`src/rtl/mvm_pkg.sv`:
```
// Shared types and width helpers for the matrix-vector-multiply control path.
package mvm_pkg;

    typedef enum logic [2:0] {
        StIdle,
        StLoadA,
        StLoadX,
        StCompute,
        StDrain,
        StDone,
        StOutput
    } mvm_state_e;

    // Bit width able to index 0..n-1; a single-entry range still gets one bit.
    function automatic int unsigned clog2w(input int unsigned n);
        return (n <= 1) ? 1 : $clog2(n);
    endfunction

endpackage

```
`src/rtl/mvm_rc_counter.sv`:
```
// Two-level row/column counter: inner wraps at InnerMax-1, outer wraps at a run-time limit.
module mvm_rc_counter
    import mvm_pkg::*;
#(
    parameter int unsigned OuterMax = 20,
    parameter int unsigned InnerMax = 20,
    localparam int unsigned OW = clog2w(OuterMax),
    localparam int unsigned IW = clog2w(InnerMax)
) (
    input  logic          clk_i,
    input  logic          rst_ni,
    input  logic          clr_i,
    input  logic          en_i,
    input  logic [OW-1:0] outer_lim_i,
    output logic [OW-1:0] outer_o,
    output logic [IW-1:0] inner_o,
    output logic          last_o
);

    logic [OW-1:0] outer_q, outer_d;
    logic [IW-1:0] inner_q, inner_d;
    logic          inner_wrap;

    assign inner_wrap = (inner_q == IW'(InnerMax - 1));
    assign last_o     = inner_wrap && (outer_q == outer_lim_i);
    assign outer_o    = outer_q;
    assign inner_o    = inner_q;

    always_comb begin
        outer_d = outer_q;
        inner_d = inner_q;
        if (clr_i) begin
            outer_d = '0;
            inner_d = '0;
        end else if (en_i) begin
            if (inner_wrap) begin
                inner_d = '0;
                outer_d = (outer_q == outer_lim_i) ? '0 : outer_q + 1'b1;
            end else begin
                inner_d = inner_q + 1'b1;
            end
        end
    end

    always_ff @(posedge clk_i) begin
        if (!rst_ni) begin
            outer_q <= '0;
            inner_q <= '0;
        end else begin
            outer_q <= outer_d;
            inner_q <= inner_d;
        end
    end

endmodule

```
`src/rtl/mvm_ctrl.sv`:
```
// Control FSM for y = A*x: load sequencing, MAC issue/alignment, result writes and readout.
module mvm_ctrl
    import mvm_pkg::*;
#(
    parameter int unsigned M      = 20,
    parameter int unsigned N      = 20,
    parameter int unsigned P      = 1,
    parameter int unsigned RD_LAT = 1,
    localparam int unsigned AW = clog2w(M * N / P),
    localparam int unsigned XW = clog2w(N),
    localparam int unsigned GW = clog2w(M / P),
    localparam int unsigned RW = clog2w(M)
) (
    input  logic          clk_i,
    input  logic          rst_ni,
    input  logic          load_matrix_i,
    input  logic          load_vector_i,
    input  logic          start_i,
    output logic          busy_o,
    output logic [P-1:0]  a_we_o,
    output logic [AW-1:0] a_addr_o,
    output logic          x_we_o,
    output logic [XW-1:0] x_addr_o,
    output logic          mac_clr_o,
    output logic          mac_en_o,
    output logic          res_we_o,
    output logic [GW-1:0] res_grp_o,
    output logic          done_o,
    output logic [RW-1:0] out_rd_addr_o,
    output logic          out_valid_o
);

    localparam int unsigned G = M / P;

    mvm_state_e        st_q;
    logic              cnt_en, cnt_last, issue;
    logic [RW-1:0]     cnt_outer, cnt_lim;
    logic [XW-1:0]     cnt_inner;
    logic [RD_LAT-1:0] en_sr_q, clr_sr_q;
    logic [RD_LAT:0]   end_sr_q;
    logic [GW-1:0]     res_cnt_q;
    logic [RW-1:0]     out_addr_q;
    logic              done_q, out_valid_q;
    logic [31:0]       row_blk;

    // Outer count is the matrix row while loading and the row group while computing.
    always_comb begin
        cnt_en = (st_q == StLoadA) || (st_q == StLoadX) || (st_q == StCompute);
        if (st_q == StLoadA) begin
            cnt_lim = RW'(M - 1);
        end else if (st_q == StCompute) begin
            cnt_lim = RW'(G - 1);
        end else begin
            cnt_lim = '0;
        end
    end

    mvm_rc_counter #(
        .OuterMax (M),
        .InnerMax (N)
    ) u_rc_counter (
        .clk_i       (clk_i),
        .rst_ni      (rst_ni),
        .clr_i       (!cnt_en),
        .en_i        (cnt_en),
        .outer_lim_i (cnt_lim),
        .outer_o     (cnt_outer),
        .inner_o     (cnt_inner),
        .last_o      (cnt_last)
    );

    always_comb begin
        row_blk = 32'(cnt_outer);
        if (st_q == StLoadA) begin
            row_blk = row_blk / P;
        end
    end

    assign issue         = (st_q == StCompute);
    assign busy_o        = (st_q != StIdle);
    assign a_we_o        = (st_q == StLoadA) ? P'(1) << (cnt_outer % P) : '0;
    assign a_addr_o      = ((st_q == StLoadA) || issue) ?
                           AW'(row_blk * N + 32'(cnt_inner)) : '0;
    assign x_we_o        = (st_q == StLoadX);
    assign x_addr_o      = ((st_q == StLoadX) || issue) ? cnt_inner : '0;
    assign mac_en_o      = en_sr_q[RD_LAT-1];
    assign mac_clr_o     = clr_sr_q[RD_LAT-1];
    assign res_we_o      = end_sr_q[RD_LAT];
    assign res_grp_o     = res_cnt_q;
    assign done_o        = done_q;
    assign out_rd_addr_o = out_addr_q;
    assign out_valid_o   = out_valid_q;

    always_ff @(posedge clk_i) begin
        if (!rst_ni) begin
            st_q        <= StIdle;
            en_sr_q     <= '0;
            clr_sr_q    <= '0;
            end_sr_q    <= '0;
            res_cnt_q   <= '0;
            out_addr_q  <= '0;
            done_q      <= 1'b0;
            out_valid_q <= 1'b0;
        end else begin
            // The result write trails the group's last MAC by one cycle.
            en_sr_q[0]  <= issue;
            clr_sr_q[0] <= issue && (cnt_inner == '0);
            end_sr_q[0] <= issue && (cnt_inner == XW'(N - 1));
            for (int i = 1; i < RD_LAT; i++) begin
                en_sr_q[i]  <= en_sr_q[i-1];
                clr_sr_q[i] <= clr_sr_q[i-1];
            end
            for (int i = 1; i <= RD_LAT; i++) begin
                end_sr_q[i] <= end_sr_q[i-1];
            end
            if (res_we_o) begin
                res_cnt_q <= (res_cnt_q == GW'(G - 1)) ? '0 : res_cnt_q + 1'b1;
            end
            done_q      <= 1'b0;
            out_valid_q <= (st_q == StDone) || (st_q == StOutput);

            unique case (st_q)
                StIdle: begin
                    if (load_matrix_i) begin
                        st_q <= StLoadA;
                    end else if (load_vector_i) begin
                        st_q <= StLoadX;
                    end else if (start_i) begin
                        st_q <= StCompute;
                    end
                end
                StLoadA, StLoadX: begin
                    if (cnt_last) st_q <= StIdle;
                end
                StCompute: begin
                    if (cnt_last) st_q <= StDrain;
                end
                StDrain: begin
                    if (res_we_o && (res_cnt_q == GW'(G - 1))) begin
                        st_q   <= StDone;
                        done_q <= 1'b1;
                    end
                end
                StDone, StOutput: begin
                    if (out_addr_q == RW'(M - 1)) begin
                        st_q       <= StIdle;
                        out_addr_q <= '0;
                    end else begin
                        st_q       <= StOutput;
                        out_addr_q <= out_addr_q + 1'b1;
                    end
                end
                default: st_q <= StIdle;
            endcase
        end
    end

endmodule

```
`config.mk`:
```
export PLATFORM = sky130hd
export DESIGN_NAME = mvm_ctrl
export DESIGN_NICKNAME = d
export VERILOG_FILES = /design/src/rtl/mvm_pkg.sv /design/src/rtl/mvm_rc_counter.sv /design/src/rtl/mvm_ctrl.sv
export SDC_FILE = /design/constraint.sdc
export NUM_CORES = 1
export LEC_CHECK = 0
export CAP_MARGIN = 20
export CORE_UTILIZATION = 54
export DETAILED_ROUTE_END_ITERATION = 6
export MAX_ROUTING_LAYER = met4
export PLACE_DENSITY_LB_ADDON = 0.15
export SETUP_SLACK_MARGIN = 0.3
export SLEW_MARGIN = 15
export SYNTH_ARGS = -nofsm -noshare
export SYNTH_HDL_FRONTEND = slang
export SYNTH_SLANG_ARGS = --single-unit
```
`constraint.sdc`:
```
create_clock -name clk_i -period 3.9 [get_ports clk_i]
set_clock_uncertainty 0.1 [all_clocks]
set_input_delay 0.39 -clock clk_i [delete_from_list [all_inputs] [get_ports clk_i]]
set_output_delay 0.39 -clock clk_i [all_outputs]
set_load 0.005 [all_outputs]
```
After elaboration in Yosys (flattened, before gate mapping)
Cells that the tools add are included.

word-level totals
  bits in writable memories = 0
  bits in latches = 0
  ROM bits = 0
  output and inout bits = 32
  input bits = 5
  flip-flop bits (word level) = 29
  memories = 0

cells by class
  order comparisons = 0
  divide/modulo/power cells = 0
  shift-type cells = 0
  $add $sub $neg = 5
  eq/ne operators = 14
  multipliers = 1
  reductions and logical operators = 18
  bitwise operators = 2
  muxes and demuxes = 17

operator list
  kind                   number
  $mux W5                6
  $mux W3                7
  $add A5 B1 Y5 const B  4
  $eq A5 B5 Y1 const B   3
  $pmux W3 S5            1
  $add A9 B5 Y9          1
  $eq A3 B3 Y1 const B   3
  $mux W9                1
  $mul A5 B3 Y7 const B  1
  $eq A3 B2 Y1 const B   2
  $ne A2 B2 Y1 const B   3
  $eq A5 B5 Y1           1
  $logic_not A5 Y1       1
  $logic_or A1 B1 Y1     5
  $logic_and A1 B1 Y1    4
  $ne A4 B4 Y1 const B   1
  $reduce_and A2 Y1      2
  $reduce_and A4 Y1      1
  $reduce_or A2 Y1       2
  $eq A3 B1 Y1 const B   1
  $logic_not A3 Y1       1
  $reduce_bool A3 Y1     1
  $reduce_or A3 Y1       1
  $mux W1                2
  $not A1 Y1             2

Longest topological paths before layout
Gate-level depths: netlist (run 1).

  depth after elaboration = 7
  gate-level depth with buffers = 8
  mapped depth without buffers = 8

Hierarchy
From an unflattened synthesis (run 1), not the netlist that was laid out.

second synthesis, totals
  cell total of the unflattened synthesis = 220
  area total of the unflattened synthesis = 1893.1 um^2

by module, submodules not included
  module          area an instance (um^2)  cells each  times used  sequential area each (um^2)
  mvm_ctrl        1303.8                   153         1           380.4
  mvm_rc_counter  589.3                    67          1           200.2

Least setup slack after synthesis (run 1)
No wires, ideal clock.

  path kind = register -> output
  from = reg u_rc_counter.outer_q[1] (netlist: u_rc_counter.outer_o[1])
  to = out a_addr_o[8]
  required time = 3410 ps
  stages on the path, launching flop included = 9
  buffers on the path = 0
  slack = 1236 ps
  arrival = 2174 ps
  cells stage by stage = dfxtp_1 > ha_1 > ha_1 > inv_1 > fa_1 > inv_1 > o2111ai_1 > xor3_4 > and2_1

on the way
  cells in the longest elaborated chain, start to end = 3

ends and longest elaborated chain
  item                      line                  RTL
  start: declaration        mvm_rc_counter.sv:20  logic [OW-1:0] outer_q, outer_d;
  start signal: assignment  mvm_rc_counter.sv:50  outer_q <= outer_d;
  $mul A5 B3 Y7             mvm_ctrl.sv:83        AW'(row_blk * N + 32'(cnt_inner)) : '0;
  $add A9 B5 Y9             mvm_ctrl.sv:83
  $mux W9                   mvm_ctrl.sv:82        assign a_addr_o = ((st_q == StLoadA) || issue) ?
  end: declaration          mvm_ctrl.sv:21        output logic [AW-1:0] a_addr_o,

Every way passes these cells.

Worst setup path in the final report (run 1)
Ends and elaborated chain as after synthesis.

==> results of run 1 <==
routing by layer:
layer | up-vias | part of all wire [%] | track usage [%]
met3 | 4 | 3.4 | 5.49
li1 | 769 | - | -
met4 | 0 | 0.87 | 6.12
met5 | - | 0 | -
met2 | 34 | 53 | 40.9
met1 | 724 | 43 | 24.9
power breakdown:
| part | switching (W) | total, W | leakage [nW] | internal [W] |
|---|---|---|---|---|
| Sequential | 0.0000163 | 0.000320 | 0.237 | 0.000304 |
| Combinational | 0.0000538 | 0.0000964 | 0.613 | 0.0000425 |
| Clock | 0.000103 | 0.000171 | 0.0320 | 0.0000685 |
cells by family (layout without fill, tap and decap cells):
family	count (synthesis)	count (layout)	synth area share [%]
muxes	2	2	1.17
DFF	29	29	33.9
buffers and inverters	16	56	4.02
and+or+nand+nor	96	96	28.9
xor gates and xnor gates	16	16	9.28
AOI/OAI and AO/OA	24	24	9.58
adders and majority gates	17	17	13.2
cells in the mapped netlist, drive strengths merged, types with 2 or more instances:
cell	n
or3	4
nand3	9
buf	3
fa	2
nor3	3
a21oi	5
nor2b	8
and2	6
a21o	3
ha	14
nand4b	3
xor2	8
and3	3
dfxtp	29
a21boi	3
nor2	29
o21ai	6
inv	11
mux2i	2
xnor2	7
nand4	4
clkbuf	2
nand2	19
cell type report:
cell class,instances,area (sq um)
timing repair buffer,37,368
fill,251,843
multi-input combinational,155,1080
clock inverter,2,10.0
sequential,29,588
inverter,11,41.3
tap,44,55.1
clock buffer,6,41.3
per-stage QoR:
stage / total power, W / util, %
after floorplan: 0.000385 / -
after global placement: 0.000421 / 69.3
after detailed placement: 0.000424 / 69.3
after CTS: 0.000592 / 71.2
after global routing: 0.000615 / 72.1
final: 0.000588 / 72.1
worst max-delay path: stages, from the launching register on:
cell and delay [ns]:
sky130_fd_sc_hd__dfxtp_4 0.38, sky130_fd_sc_hd__ha_1 0.31, sky130_fd_sc_hd__ha_2 0.21, sky130_fd_sc_hd__inv_1 0.07, sky130_fd_sc_hd__fa_2 0.46, sky130_fd_sc_hd__inv_2 0.08, sky130_fd_sc_hd__o2111ai_2 0.11, sky130_fd_sc_hd__xor3_4 0.45
sky130_fd_sc_hd__and2_1 0.17, sky130_fd_sc_hd__clkdlybuf4s50_1 0.44
registers in the layout, indices dropped and copies added, names as in the netlist:
register	flops
u_rc_counter.outer_o	5
end_sr_q	2
mac_en_o	1
mac_clr_o	1
out_valid_o	1
u_rc_counter.inner_o	5
done_o	1
st_q	3
out_rd_addr_o	5
res_grp_o	5
worst min-delay path by stage:
stage	to	slack [ns]	depth (start not counted)
after floorplan	end_sr_q[1]	0.31	1
after global placement	end_sr_q[1]	0.32	1
after detailed placement	end_sr_q[1]	0.32	1
after CTS	end_sr_q[1]	0.34	1
after global routing	end_sr_q[1]	0.36	1
final	end_sr_q[1]	0.34	1
what timing repair did:
action	CTS	global route
endpoints found under the setup margin	1	1
resized for setup	3	7
endpoints found under the hold margin	0	0
pin swaps	0	2
cloned	0	0
setup buffers	0	1
==> flow_results.xml, run 1 <==
<?xml version="1.0" encoding="UTF-8"?>
<metrics>
  <group name="status">
    <metric name="status" unit="">completed</metric>
  </group>
  <group name="sta">
    <metric name="timing.final.hold_violations" unit="">0</metric>
    <metric name="unrepaired_setup_endpoints_after_global_routing" unit="">no</metric>
    <metric name="period_share" unit="%">89.3</metric>
    <metric name="drv_slew" unit="">0</metric>
    <metric name="setup_slack" unit="ns">0.418</metric>
    <metric name="maxSlewHeadroom" unit="%">44.5</metric>
    <metric name="totalNegativeSetupSlack" unit="ns">0</metric>
    <metric name="hold_slack" unit="ns">0.338</metric>
    <metric name="setup_violations" unit="">0</metric>
    <metric name="final_period_minus_worst_setup_slack" unit="ns">3.48</metric>
    <metric name="fmax" unit="MHz">287</metric>
    <metric name="worst_slew_pin_slew" unit="ns">0.821</metric>
  </group>
  <group name="worst_hold_path">
    <metric name="min-delay-start" unit="">end_sr_q[0]</metric>
    <metric name="worst_hold_path_type" unit="">flop to flop</metric>
  </group>
  <group name="grt">
    <metric name="grt_pass1_vias" unit="">1379</metric>
    <metric name="grt.overflow.total" unit="">0</metric>
    <metric name="grt_first_pass_wirelength" unit="um">5750</metric>
    <metric name="grt_antenna_before_repair" unit="">0</metric>
    <metric name="grt_max_degree" unit="">22</metric>
    <metric name="groute.usage.overall" unit="%">22.7</metric>
  </group>
  <group name="placement">
    <metric name="globalplace.congestion" unit="">0.817</metric>
    <metric name="numPlacedInstances" unit="">275</metric>
    <metric name="placed_area" unit="sq um">2100</metric>
    <metric name="numPortBuffers" unit="">36</metric>
    <metric name="preCtsSetupSlack" unit="ns">0.622</metric>
    <metric name="detailed_place_hpwl" unit="um">2740</metric>
  </group>
  <group name="clocking">
    <metric name="clk_lat_worst_skew" unit="ns">0.33</metric>
    <metric name="tritoncts_buffer_count" unit="">5</metric>
    <metric name="clk_pin_slew" unit="ns">0.09</metric>
    <metric name="cts_tree" unit="">built</metric>
    <metric name="clock_net_sink_count" unit="">29</metric>
    <metric name="clockBufferDepth" unit="">2</metric>
    <metric name="cts_root_buffer" unit="">sky130_fd_sc_hd__clkbuf_4</metric>
    <metric name="postCtsHoldBufs" unit="">0</metric>
    <metric name="h-tree-depth" unit="">2</metric>
  </group>
  <group name="yosys">
    <metric name="synth-async-reset-ratio" unit="%">0</metric>
    <metric name="post_synth_instance_area" unit="sq um">1710</metric>
    <metric name="synth.distinct_cells" unit="">41</metric>
    <metric name="syn-mean-instance-area" unit="sq um">8.56</metric>
    <metric name="synthDominantCellAreaShare" unit="%">33.9</metric>
    <metric name="mappedNetlistNets" unit="">221</metric>
    <metric name="synth_seq_area_share" unit="%">33.9</metric>
    <metric name="synthesis_warnings" unit="">0</metric>
    <metric name="postSynthCellCount" unit="">200</metric>
    <metric name="synth_seq_cells" unit="">29</metric>
    <metric name="synth_top_area_cell" unit="">sky130_fd_sc_hd__dfxtp_1</metric>
    <metric name="synth-edff-count" unit="">0</metric>
    <metric name="synthFlopType" unit="">sky130_fd_sc_hd__dfxtp_1</metric>
    <metric name="synth_area_leaders" unit="">sky130_fd_sc_hd__dfxtp_1 34%, sky130_fd_sc_hd__ha_1 10%, sky130_fd_sc_hd__nor2_1 6.4%</metric>
  </group>
  <group name="cells_and_area">
    <metric name="num_antenna_cells" unit="">0</metric>
    <metric name="syn2layout_area_growth" unit="%">27.6</metric>
    <metric name="number_of_nets_in_the_final_layout" unit="">260</metric>
    <metric name="post-route-cell-area" unit="sq um">2180</metric>
    <metric name="final_common_cell" unit="">sky130_fd_sc_hd__clkdlybuf4s50_1</metric>
    <metric name="drive_gt1_share" unit="%">7.92</metric>
    <metric name="most-common-layout-cells" unit="">36 x sky130_fd_sc_hd__clkdlybuf4s50_1, 29 x sky130_fd_sc_hd__nor2_1, 25 x sky130_fd_sc_hd__dfxtp_1</metric>
    <metric name="finish.cell_count_without_fillers" unit="">284</metric>
  </group>
  <group name="route">
    <metric name="initialDrtViolationCount" unit="">35</metric>
    <metric name="detailed_route_wire_length_per_cell" unit="um">12.6</metric>
    <metric name="remaining_drc_errors" unit="">0</metric>
    <metric name="post_drt_via_cell_ratio" unit="">5.39</metric>
    <metric name="final_wirelength" unit="um">3580</metric>
    <metric name="first_pass_iters" unit="">4</metric>
    <metric name="route.antenna.remaining_nets" unit="">0</metric>
    <metric name="dr_total_vias" unit="">1531</metric>
  </group>
  <group name="worst_setup_path">
    <metric name="r2r_start" unit="">u_rc_counter.inner_o[0]</metric>
    <metric name="crit_required" unit="ns">3.41</metric>
    <metric name="path_class" unit="">flop to primary output</metric>
    <metric name="ff2ff_path_depth" unit="">5</metric>
    <metric name="critical_path.startpoint_type" unit="">flop</metric>
    <metric name="critPathLaunch" unit="">u_rc_counter.outer_o[1]</metric>
    <metric name="setup.worst_path.end_class" unit="">primary output</metric>
    <metric name="cp.arrival" unit="ns">2.99</metric>
    <metric name="crit_end" unit="">a_addr_o[8]</metric>
    <metric name="critPathMaxFanout" unit="">8</metric>
    <metric name="reg2reg_setup_slack" unit="ns">1.81</metric>
    <metric name="crit-reg2reg-capture" unit="">st_q[1]</metric>
  </group>
  <group name="run">
    <metric name="maxCapViolCount" unit="">0</metric>
  </group>
  <group name="floorplan">
    <metric name="initial_utilization" unit="%">56.5</metric>
    <metric name="die_h" unit="um">58.3</metric>
    <metric name="design.core.area" unit="sq um">3030</metric>
    <metric name="design.die.area" unit="sq um">3400</metric>
    <metric name="die_w" unit="um">58.3</metric>
    <metric name="count_of_standard_cell_rows" unit="">20</metric>
    <metric name="design.portCount" unit="">37</metric>
  </group>
  <group name="power_and_ir_drop">
    <metric name="total_leakage_power" unit="nW">0.882</metric>
    <metric name="maximum_vdd_ir_drop" unit="uV">232</metric>
    <metric name="power.density_cell_area" unit="nW/um^2">269</metric>
  </group>
</metrics>
Note: power is estimated with default switching activity, not from simulation.
==> inputs of run 2 (changes only) <==
--- a/constraint.sdc
+++ b/constraint.sdc
@@ -4,2 +4,2 @@
 set_output_delay 0.39 -clock clk_i [all_outputs]
-set_load 0.005 [all_outputs]
+set_load 0.02 [all_outputs]
==> flow_results.xml, run 2 (synthesis gave the netlist of run 1 again) <==
<?xml version="1.0" encoding="UTF-8"?>
<metrics>
  <group name="status">
    <metric name="status" unit="">completed</metric>
  </group>
  <group name="cells_and_area">
    <metric name="number_of_nets_in_the_final_layout" unit="">259</metric>
    <metric name="most-common-layout-cells" unit="">34 x sky130_fd_sc_hd__clkdlybuf4s50_1, 29 x sky130_fd_sc_hd__nor2_1, 26 x sky130_fd_sc_hd__dfxtp_1</metric>
    <metric name="syn2layout_area_growth" unit="%">26.4</metric>
    <metric name="final_common_cell" unit="">sky130_fd_sc_hd__clkdlybuf4s50_1</metric>
    <metric name="num_antenna_cells" unit="">0</metric>
    <metric name="drive_gt1_share" unit="%">5.44</metric>
    <metric name="finish.cell_count_without_fillers" unit="">283</metric>
  </group>
  <group name="sta">
    <metric name="unrepaired_setup_endpoints_after_global_routing" unit="">no</metric>
    <metric name="fmax" unit="MHz">287</metric>
    <metric name="totalNegativeSetupSlack" unit="ns">0</metric>
    <metric name="period_share" unit="%">89.2</metric>
    <metric name="final_period_minus_worst_setup_slack" unit="ns">3.48</metric>
    <metric name="maxSlewHeadroom" unit="%">43.0</metric>
    <metric name="drv_slew" unit="">0</metric>
    <metric name="timing.final.hold_violations" unit="">0</metric>
    <metric name="setup_slack" unit="ns">0.420</metric>
    <metric name="setup_violations" unit="">0</metric>
    <metric name="worst_slew_pin_slew" unit="ns">0.844</metric>
    <metric name="hold_slack" unit="ns">0.338</metric>
  </group>
  <group name="placement">
    <metric name="numPortBuffers" unit="">36</metric>
    <metric name="numPlacedInstances" unit="">275</metric>
    <metric name="globalplace.congestion" unit="">0.816</metric>
    <metric name="preCtsSetupSlack" unit="ns">0.502</metric>
    <metric name="detailed_place_hpwl" unit="um">2710</metric>
  </group>
  <group name="worst_setup_path">
    <metric name="critPathMaxStageDelay" unit="ns">0.46</metric>
    <metric name="critPathMaxFanout" unit="">5</metric>
    <metric name="path_class" unit="">flop to primary output</metric>
    <metric name="crit_end" unit="">a_addr_o[8]</metric>
    <metric name="critical_path.startpoint_type" unit="">flop</metric>
    <metric name="reg2reg_setup_slack" unit="ns">1.82</metric>
    <metric name="critical_path.cell_chain" unit="">ha_1 &gt; ha_1 &gt; inv_1 &gt; fa_1 &gt; inv_1 &gt; o2111ai_1 &gt; xor3_4 &gt; and2_1 &gt; dlygate4sd2_1</metric>
    <metric name="crit_required" unit="ns">3.41</metric>
    <metric name="setup.worst_path.end_class" unit="">primary output</metric>
    <metric name="cp.arrival" unit="ns">2.99</metric>
    <metric name="r2r_start" unit="">u_rc_counter.inner_o[0]</metric>
    <metric name="crit-reg2reg-capture" unit="">st_q[1]</metric>
    <metric name="critPathLaunch" unit="">u_rc_counter.outer_o[3]</metric>
    <metric name="crit_path_top_delay_cell" unit="">sky130_fd_sc_hd__xor3_4</metric>
    <metric name="ff2ff_path_depth" unit="">5</metric>
  </group>
  <group name="run">
    <metric name="maxCapViolCount" unit="">0</metric>
  </group>
  <group name="clocking">
    <metric name="cts_tree" unit="">built</metric>
    <metric name="clk_pin_slew" unit="ns">0.09</metric>
    <metric name="clk_lat_worst_skew" unit="ns">0.33</metric>
    <metric name="cts_setup_buffers" unit="">0</metric>
    <metric name="cts_root_buffer" unit="">sky130_fd_sc_hd__clkbuf_4</metric>
    <metric name="clock_net_sink_count" unit="">29</metric>
    <metric name="clockBufferDepth" unit="">2</metric>
    <metric name="h-tree-depth" unit="">2</metric>
    <metric name="tritoncts_buffer_count" unit="">5</metric>
  </group>
  <group name="floorplan">
    <metric name="design.core.area" unit="sq um">3030</metric>
    <metric name="design.die.area" unit="sq um">3400</metric>
    <metric name="die_w" unit="um">58.3</metric>
    <metric name="die_h" unit="um">58.3</metric>
    <metric name="initial_utilization" unit="%">56.5</metric>
    <metric name="count_of_standard_cell_rows" unit="">20</metric>
    <metric name="design.portCount" unit="">37</metric>
  </group>
  <group name="route">
    <metric name="final_wirelength" unit="um">3520</metric>
    <metric name="post_drt_via_cell_ratio" unit="">5.32</metric>
    <metric name="remaining_drc_errors" unit="">0</metric>
    <metric name="route.antenna.remaining_nets" unit="">0</metric>
    <metric name="first_pass_iters" unit="">4</metric>
    <metric name="met2_wire_length" unit="um">1830</metric>
    <metric name="dr_total_vias" unit="">1505</metric>
    <metric name="detailed_route_wire_length_per_cell" unit="um">12.4</metric>
    <metric name="initialDrtViolationCount" unit="">28</metric>
    <metric name="route.top_layer_used" unit="">met4</metric>
    <metric name="detailroute.wirelength.met3" unit="um">117</metric>
    <metric name="route.layer.met1.wl" unit="um">1540</metric>
  </group>
  <group name="grt">
    <metric name="groute.usage.overall" unit="%">22.9</metric>
    <metric name="grt.overflow.total" unit="">0</metric>
    <metric name="grt_antenna_before_repair" unit="">0</metric>
    <metric name="grt_pass1_vias" unit="">1366</metric>
    <metric name="grt_max_degree" unit="">22</metric>
    <metric name="grt_first_pass_wirelength" unit="um">5730</metric>
  </group>
  <group name="power_and_ir_drop">
    <metric name="power.density_cell_area" unit="nW/um^2">278</metric>
    <metric name="maximum_vdd_ir_drop" unit="uV">221</metric>
    <metric name="total_leakage_power" unit="nW">0.902</metric>
  </group>
  <group name="worst_hold_path">
    <metric name="worst_hold_path_type" unit="">flop to flop</metric>
  </group>
</metrics>
[run 2: where the power goes]
part,internal [W],switching [W],total (W)
clock,0.0000685,0.000103,0.000172
combinational,0.0000428,0.0000651,0.000108
sequential,0.000304,0.0000166,0.000321
total,0.000416,0.000185,0.000601
[run 2: worst min-delay path by stage]
stage | from | end | cells past startpoint
floorplan | end_sr_q[0] | end_sr_q[1] | 1
global placement | end_sr_q[0] | end_sr_q[1] | 1
detailed placement | end_sr_q[0] | end_sr_q[1] | 1
CTS | end_sr_q[0] | end_sr_q[1] | 1
global route | end_sr_q[0] | end_sr_q[1] | 1
finish | end_sr_q[0] | end_sr_q[1] | 1
[run 2: worst max-delay path: cells and delay by family, from the launching register on]
family	cells	cell delay [ns]
buf+inv	3	0.50
fa+ha+maj	3	0.95
compound gates	1	0.15
flops	1	0.44
xor+xnor	1	0.46
simple gates	1	0.17
[run 2: per-layer routing]
layer / vias up / GRT usage (%)
met3: 4 / 5.93
met4: 0 / 7.48
met5: - / -
met1: 704 / 24.6
met2: 30 / 40.9
li1: 767 / -
[run 2: timing repair]
item / in CTS / in global routing
setup endpoints to repair: 2 / 2
hold buffers: 0 / 0
resized for setup: 3 / 3
[run 2: final cells by class]
type / count / area, sq um
fill: 249 / 865
sequential: 29 / 584
inverter: 11 / 41.3
multi-input combinational: 155 / 1070
clock buffer: 6 / 41.3
clock inverter: 2 / 10.0
tap: 44 / 55.1
timing repair buffer: 36 / 362
[run 2: metrics by stage]
step	instance area [sq um]	util (%)	power, W
after floorplan	1710	-	0.000397
after global placement	2100	69.3	0.000433
after detailed placement	2100	69.3	0.000435
after CTS	2150	71.1	0.000608
after global routing	2160	71.4	0.000633
final	2160	71.4	0.000601
